==> config.mk <==
export PLATFORM = sky130hd
export DESIGN_NAME = trivium_ksg_flat
export DESIGN_NICKNAME = d
export VERILOG_FILES = /design/src/rtl/trivium_pkg.sv /design/src/rtl/trivium_ksg_if.sv /design/src/rtl/trivium_byte_buf.sv /design/src/rtl/trivium_ksg.sv /design/src/flat_wrapper.sv
export SDC_FILE = /design/constraint.sdc
export NUM_CORES = 1
export LEC_CHECK = 0
export BUFFER_PORTS_ARGS = -buffer_cell sky130_fd_sc_hd__buf_2
export CORE_MARGIN = 4
export CORE_UTILIZATION = 40
export CTS_CLUSTER_SIZE = 20
export DETAILED_ROUTE_END_ITERATION = 8
export SKIP_CTS_REPAIR_TIMING = 1
export SLEW_MARGIN = 15
export SYNTH_ARGS = -nofsm -noshare
export SYNTH_HDL_FRONTEND = slang
export SYNTH_SLANG_ARGS = --single-unit
export TNS_END_PERCENT = 10
==> constraint.sdc <==
create_clock -name clk -period 5.16 [get_ports clk]
set_clock_uncertainty 0.2 [all_clocks]
set_input_delay 0.258 -clock clk [delete_from_list [all_inputs] [get_ports clk]]
set_output_delay 0.258 -clock clk [all_outputs]
set_load 0.005 [all_outputs]
==> src/rtl/trivium_pkg.sv <==
// Trivium keystream generator: shared constants, FSM state type and the
// single-step state update used by the core.
`timescale 1ns/1ps
package trivium_pkg;

  localparam int unsigned KEY_BYTES  = 10;
  localparam int unsigned IV_BYTES   = 10;
  localparam int unsigned LOAD_BYTES = KEY_BYTES + IV_BYTES;
  localparam int unsigned STATE_W    = 288;

  // Vector bit k holds state bit s(k+1).
  localparam int unsigned IV_BASE = 93;

  localparam int unsigned T1_A = 65,  T1_B = 92,  T1_N0 = 90,  T1_N1 = 91,  T1_C = 170;
  localparam int unsigned T2_A = 161, T2_B = 176, T2_N0 = 174, T2_N1 = 175, T2_C = 263;
  localparam int unsigned T3_A = 242, T3_B = 287, T3_N0 = 285, T3_N1 = 286, T3_C = 68;

  typedef enum logic [1:0] {IDLE, LOAD, WARMUP, RUN} ksg_state_t;

  // One Trivium step: returns {next_state, z}.
  function automatic logic [STATE_W:0] trivium_step(input logic [STATE_W-1:0] s);
    logic t1, t2, t3, z;
    logic [STATE_W-1:0] n;
    t1 = s[T1_A] ^ s[T1_B];
    t2 = s[T2_A] ^ s[T2_B];
    t3 = s[T3_A] ^ s[T3_B];
    z  = t1 ^ t2 ^ t3;
    t1 = t1 ^ (s[T1_N0] & s[T1_N1]) ^ s[T1_C];
    t2 = t2 ^ (s[T2_N0] & s[T2_N1]) ^ s[T2_C];
    t3 = t3 ^ (s[T3_N0] & s[T3_N1]) ^ s[T3_C];
    // Each of the three registers shifts up by one; feedback enters at its base.
    n = {s[286:177], t2, s[175:93], t1, s[91:0], t3};
    return {n, z};
  endfunction

endpackage

==> src/rtl/trivium_ksg_if.sv <==
// Load channel and keystream channel between the generator and its user.
`timescale 1ns/1ps
interface trivium_ksg_if;
  logic       ld_valid;
  logic [7:0] ld_data;
  logic       ld_ready;
  logic       ks_valid;
  logic       ks_ready;
  logic [7:0] ks_byte;

  modport master (output ld_valid, ld_data, ks_ready,
                  input  ld_ready, ks_valid, ks_byte);
  modport slave  (input  ld_valid, ld_data, ks_ready,
                  output ld_ready, ks_valid, ks_byte);
endinterface

==> src/rtl/trivium_byte_buf.sv <==
// Packs keystream bits LSB first into bytes and holds them in a
// valid/ready output register; stalls the core when both are full.
`timescale 1ns/1ps
module trivium_byte_buf (
  input  logic       clk,
  input  logic       rst_n,
  input  logic       clear,
  input  logic       run,
  input  logic       z,
  input  logic       ks_ready,
  output logic       step,
  output logic       ks_valid,
  output logic [7:0] ks_byte
);

  logic [7:0] acc;
  logic [7:0] acc_next;
  logic [2:0] cnt;
  logic       full;
  logic       out_free;

  assign out_free = !ks_valid || ks_ready;
  assign step     = run && (!full || out_free);

  // Accumulator with the current z inserted at the next bit position.
  always_comb begin
    acc_next      = acc;
    acc_next[cnt] = z;
  end

  // Accumulator, bit count and output register.
  always_ff @(posedge clk or negedge rst_n) begin
    if (!rst_n) begin
      acc      <= '0;
      cnt      <= '0;
      full     <= 1'b0;
      ks_valid <= 1'b0;
      ks_byte  <= '0;
    end else if (clear) begin
      acc      <= '0;
      cnt      <= '0;
      full     <= 1'b0;
      ks_valid <= 1'b0;
      ks_byte  <= '0;
    end else begin
      if (ks_valid && ks_ready) ks_valid <= 1'b0;
      if (step) begin
        if (full) begin
          // Held byte moves out; this step's bit starts the next byte.
          ks_byte  <= acc;
          ks_valid <= 1'b1;
          full     <= 1'b0;
          acc      <= {7'd0, z};
          cnt      <= 3'd1;
        end else if (cnt == 3'd7) begin
          cnt <= '0;
          if (out_free) begin
            ks_byte  <= acc_next;
            ks_valid <= 1'b1;
          end else begin
            acc  <= acc_next;
            full <= 1'b1;
          end
        end else begin
          acc <= acc_next;
          cnt <= cnt + 3'd1;
        end
      end
    end
  end

endmodule

==> src/rtl/trivium_ksg.sv <==
// Trivium keystream generator: byte-serial key/IV load, warm-up,
// then keystream bytes through trivium_byte_buf.
`timescale 1ns/1ps
module trivium_ksg
  import trivium_pkg::*;
#(
  parameter int unsigned WARMUP_CYCLES = 1152
) (
  input  logic            clk,
  input  logic            rst_n,
  input  logic            clear,
  trivium_ksg_if.slave    bus,
  output logic            busy,
  output logic            keyed
);

  localparam int unsigned WCNT_W = (WARMUP_CYCLES > 1) ? $clog2(WARMUP_CYCLES) : 1;
  localparam logic [WCNT_W-1:0] WCNT_LAST =
    WCNT_W'((WARMUP_CYCLES == 0) ? 0 : WARMUP_CYCLES - 1);

  ksg_state_t         state;
  logic [STATE_W-1:0] s;
  logic [STATE_W-1:0] s_next;
  logic [STATE_W-1:0] s_loaded;
  logic               z;
  logic [4:0]         ld_cnt;
  logic [WCNT_W-1:0]  wcnt;
  logic               ld_ready_r;
  logic               ld_fire;
  logic               ld_last;
  logic               run;
  logic               buf_step;
  int unsigned        ld_base;

  assign {s_next, z} = trivium_step(s);
  assign run         = (state == RUN);
  assign ld_fire     = bus.ld_valid && ld_ready_r;
  assign ld_last     = (ld_cnt == 5'(LOAD_BYTES - 1));
  assign bus.ld_ready = ld_ready_r;

  // State image after writing the current load byte into its slot.
  always_comb begin
    ld_base = (ld_cnt < 5'(KEY_BYTES)) ? 8 * 32'(ld_cnt)
                                       : IV_BASE + 8 * (32'(ld_cnt) - KEY_BYTES);
    s_loaded = s;
    s_loaded[ld_base +: 8] = bus.ld_data;
    if (ld_last) s_loaded[STATE_W-1 -: 3] = '1;
  end

  // Control FSM with load/warm-up counters and registered status outputs.
  always_ff @(posedge clk or negedge rst_n) begin
    if (!rst_n) begin
      state      <= IDLE;
      s          <= '0;
      ld_cnt     <= '0;
      wcnt       <= '0;
      ld_ready_r <= 1'b1;
      busy       <= 1'b0;
      keyed      <= 1'b0;
    end else if (clear) begin
      state      <= IDLE;
      s          <= '0;
      ld_cnt     <= '0;
      wcnt       <= '0;
      ld_ready_r <= 1'b1;
      busy       <= 1'b0;
      keyed      <= 1'b0;
    end else begin
      case (state)
        IDLE, LOAD: begin
          if (ld_fire) begin
            s <= s_loaded;
            if (ld_last) begin
              ld_cnt     <= '0;
              ld_ready_r <= 1'b0;
              if (WARMUP_CYCLES == 0) begin
                state <= RUN;
                busy  <= 1'b0;
                keyed <= 1'b1;
              end else begin
                state <= WARMUP;
                busy  <= 1'b1;
              end
            end else begin
              ld_cnt <= ld_cnt + 5'd1;
              state  <= LOAD;
              busy   <= 1'b1;
            end
          end
        end
        WARMUP: begin
          s <= s_next;
          if (wcnt == WCNT_LAST) begin
            wcnt  <= '0;
            state <= RUN;
            busy  <= 1'b0;
            keyed <= 1'b1;
          end else begin
            wcnt <= wcnt + WCNT_W'(1);
          end
        end
        RUN: begin
          if (buf_step) s <= s_next;
        end
        default: state <= IDLE;
      endcase
    end
  end

  trivium_byte_buf u_buf (
    .clk      (clk),
    .rst_n    (rst_n),
    .clear    (clear),
    .run      (run),
    .z        (z),
    .ks_ready (bus.ks_ready),
    .step     (buf_step),
    .ks_valid (bus.ks_valid),
    .ks_byte  (bus.ks_byte)
  );

endmodule

==> src/flat_wrapper.sv <==
// flat-port wrapper written by rule: the top's interface ports become plain ports
module trivium_ksg_flat import trivium_pkg::*;
#(
  parameter int unsigned WARMUP_CYCLES = 1152
)
  (clk, rst_n, clear, busy, keyed, bus_ld_valid, bus_ld_data, bus_ks_ready, bus_ld_ready, bus_ks_valid, bus_ks_byte);
  trivium_ksg_if bus_i ();
  input  logic clk;
  input  logic rst_n;
  input  logic clear;
  output logic busy;
  output logic keyed;
  input wire logic [$bits(bus_i.ld_valid)-1:0] bus_ld_valid;
  input wire logic [$bits(bus_i.ld_data)-1:0] bus_ld_data;
  input wire logic [$bits(bus_i.ks_ready)-1:0] bus_ks_ready;
  output wire logic [$bits(bus_i.ld_ready)-1:0] bus_ld_ready;
  output wire logic [$bits(bus_i.ks_valid)-1:0] bus_ks_valid;
  output wire logic [$bits(bus_i.ks_byte)-1:0] bus_ks_byte;
  assign bus_i.ld_valid = bus_ld_valid;
  assign bus_i.ld_data = bus_ld_data;
  assign bus_i.ks_ready = bus_ks_ready;
  assign bus_ld_ready = bus_i.ld_ready;
  assign bus_ks_valid = bus_i.ks_valid;
  assign bus_ks_byte = bus_i.ks_byte;
  trivium_ksg #(.WARMUP_CYCLES(WARMUP_CYCLES)) u_core (.clk(clk), .rst_n(rst_n), .clear(clear), .bus(bus_i), .busy(busy), .keyed(keyed));
endmodule
==> impl_metrics.env <==
export IMPL_run_status="finished with violations"
export IMPL_violations="hold timing"
export IMPL_mappedNetlistNets=2020
export IMPL_final_util_pct=45.3
export IMPL_syn_inst=1990
export IMPL_area_delta_synth_final_pct=12.1
export IMPL_final_common_cell="nand2_1"
export IMPL_power_internal_w=0.00444
export IMPL_p_total_w=0.00613
export IMPL_insertion_delay_ps=550
export IMPL_clockBufferDepth=3
export IMPL_wl_per_cell_um=20.6
export IMPL_nNetsFinal=2025
export IMPL_met2_length_mm=24.6
export IMPL_io_buffers=24
export IMPL_grt_max_degree=176
export IMPL_grt_pass1_wl_mm=86.9
export IMPL_critPathLaunch="u_core.ld_cnt[2]"
export IMPL_p_sw_share_pct=27.4
export IMPL_synth_edf_count=0
export IMPL_worstPathRequired_ps=5390
export IMPL_dpl_hpwl_mm=36.3
export IMPL_synthArstFlopShare_pct=100
export IMPL_rows=79
export IMPL_total_leakage_power_nw=9.03
export IMPL_wl_mm=54.0
export IMPL_fin_setup_tns_ps=0
export IMPL_grt_pass1_vias=15300
export IMPL_cp_start_kind="register"
export IMPL_drv_slew=0
export IMPL_synth_warnings=0
export IMPL_clk_pin_slew_ps=60
export IMPL_arrival_ps=5040
export IMPL_timing_rr_start="u_core.ld_cnt[2]"
export IMPL_critPathSlowestCell="o21ai_2"
export IMPL_place_inst=2552
export IMPL_final_fill_count=4476
export IMPL_fin_crit_sh_pct=93.3
export IMPL_p_seq_share_pct=42.8
export IMPL_rr_endpoint="u_core.s[177]"
export IMPL_wl_met3_mm=3.30
export IMPL_drt_first_pass_iters=7
export IMPL_htreeDepth=2
export IMPL_synth_area_mm2=0.0188
export IMPL_synth_seq_cells=330
export IMPL_ys_flop_type="dfrtp_1"
export IMPL_vdd_drop_max_mv=0.277
export IMPL_core_area_mm2=0.0465
export IMPL_critical_path_max_stage_delay_ps=540
export IMPL_stdcell_count=2627
export IMPL_cp_cell_sequence="inv_1 > ha_1 > o21ai_0 > nor2b_1 > o21ai_0 > ha_1 > nor4b_2 > nand4_1 > o31ai_1 > o211ai_1 > a211oi_2 > buf_4 > nand4_2 > o21ai_2 > mux2_2"
export IMPL_ios=25
export IMPL_most_common_layout_cells="nand2_1 (403), dfrtp_1 (329), o21ai_0 (292)"
export IMPL_whs_ps=-3.37
export IMPL_cts_buffers=40
export IMPL_fmax_mhz=208
export IMPL_worstPathMaxFanout=11
export IMPL_dr_max_layer_used="met4"
export IMPL_drive_gt1_share_pct=23.9
export IMPL_p_comb_share_pct=12.9
export IMPL_wl_met1_mm=24.6
export IMPL_drc=0
export IMPL_finalCriticalPeriod_ps=4810
export IMPL_die_w_um=225
export IMPL_reg2regPathDepth=15
export IMPL_drtAntennaViolNets=0
export IMPL_end_kind="register"
export IMPL_clkPwrFrac_pct=44.3
export IMPL_antenna_found_initial=0
export IMPL_synthDistinctLibCells=78
export IMPL_r2r_slack_ps=350
export IMPL_endpoint="u_core.s[177]"
export IMPL_drt_initial_drc_count=1550
export IMPL_die_h_um=225
export IMPL_dieArea_mm2=0.0505
export IMPL_root_buffer="clkbuf_16"
export IMPL_synth_avg_cell_area_um2=9.44
export IMPL_grt_overflow=0
export IMPL_hold_viol=1
export IMPL_tritoncts="yes"
export IMPL_rsz0062_at_grt="true"
export IMPL_gp_congestion=0.950
export IMPL_yosysSeqAreaShare_pct=44.0
export IMPL_n_antenna_cell=0
export IMPL_cap_viol_max_count=0
export IMPL_path_class="register to register"
export IMPL_initial_core_util_pct=40.4
export IMPL_grt_usage_pct=21.3
export IMPL_route_vias_total=15400
export IMPL_worst_pin_slew_ps=978
export IMPL_p_switching_w=0.00168
export IMPL_hp_class="primary input to register"
export IMPL_setup_viol=0
export IMPL_clock_sinks=330
export IMPL_slew_headroom_pct=34.3
export IMPL_powerDensity_mw_per_mm2=291
export IMPL_vias_per_cell=5.85
[worst max-delay path: cells and delay by family (launching register included)]
family,cells,cell delay [ps]
AOI/OAI and AO/OA,6,1550
adders and majority gates,2,580
buffers and inverters,2,380
DFF,1,450
muxes,1,400
and+or+nand+nor,4,1110
[power groups by stage]
stage / Clock [W] / Sequential [W] / Combinational, W
2_1_floorplan: 0 / 0.00266 / 0.000468
3_3_place_gp: 0 / 0.00266 / 0.000757
3_5_place_dp: 0 / 0.00267 / 0.000760
4_1_cts: 0.00279 / 0.00262 / 0.000763
5_1_grt: 0.00288 / 0.00262 / 0.000844
6_report: 0.00272 / 0.00262 / 0.000789
[metal layers]
| layer | global-route usage, % | up-vias |
|---|---|---|
| li1 | - | 7135 |
| met1 | 29.7 | 7748 |
| met2 | 34.0 | 406 |
| met3 | 3.51 | 90 |
| met4 | 6.78 | 0 |
| met5 | 0 | - |
[cell usage after synthesis, types with 10 or more instances]
| cell | instances | area share, % |
|---|---|---|
| a211oi_1 | 11 | 0.44 |
| a21oi_1 | 37 | 0.99 |
| a22oi_1 | 14 | 0.56 |
| a31oi_1 | 10 | 0.33 |
| and2_1 | 14 | 0.47 |
| and3_1 | 14 | 0.47 |
| buf_2 | 14 | 0.37 |
| clkbuf_1 | 98 | 2.0 |
| dfrtp_1 | 329 | 44 |
| ha_1 | 17 | 1.1 |
| inv_1 | 19 | 0.38 |
| mux2_2 | 279 | 17 |
| mux2i_1 | 13 | 0.69 |
| nand2_1 | 404 | 8.1 |
| nand3_1 | 66 | 1.8 |
| nand4_1 | 16 | 0.53 |
| nor2_1 | 75 | 1.5 |
| nor3_1 | 28 | 0.75 |
| o21ai_0 | 293 | 7.8 |
| o21ai_1 | 10 | 0.27 |
| o21ai_2 | 14 | 0.65 |
| o31ai_1 | 40 | 1.6 |
| xnor2_1 | 12 | 0.56 |
[registers in the layout, summed over array words and instances (netlist names), 2 cells and up]
register,count
u_core.ld_cnt,5
u_core.s,288
u_core.state,2
u_core.u_buf.acc,8
u_core.u_buf.cnt,3
u_core.u_buf.ks_byte,8
u_core.wcnt,11
[per-stage QoR]
| step | cell area [µm²] | hold slack (ps) | setup WS, ps |
|---|---|---|---|
| floorplan | 18800 | -238 | 609 |
| global placement | 19700 | 168 | 279 |
| detailed placement | 19700 | 168 | 219 |
| CTS | 20900 | -418 | 173 |
| global route | 21000 | 12.5 | -38.6 |
| finish | 21000 | -3.37 | 347 |
[cells by family (layout without fill, tap and decap cells)]
family                     count (synthesis)  in the layout  share of synthesized area [%]
adders and majority gates                 17             17                           1.13
muxes                                    293            293                           17.5
AOI/OAI and AO/OA                        510            510                           17.5
DFF                                      330            330                           44.0
and+or+nand+nor                          674            674                           15.8
buffers and inverters                    145            175                           3.10
xor gates and xnor gates                  21             21                          0.979
[cell type report]
cell class	instances	area, µm²	area share [%]
multi-input combinational	1515	9990	47.5
inverter	19	71.3	0.339
clock buffer	59	1170	5.58
clock inverter	8	80.1	0.380
tap	607	759	3.61
timing repair buffer	89	713	3.39
sequential	330	8260	39.2
[how the worst min path moves through the flow]
stage                     slack [ps]       endpoint  depth (start not counted)      startpoint
after global routing              10  u_core.s[135]                          3  bus_ld_data[7]
after global placement           170   u_core.s[80]                          1           rst_n
after detailed placement         170   u_core.s[80]                          1           rst_n
after floorplan                 -240    u_core.busy                          0           rst_n
final                             -3  u_core.s[135]                          3  bus_ld_data[7]
after CTS                       -420   u_core.s[16]                          1           rst_n
No activity file was read; power rests on OpenSTA's default activity.
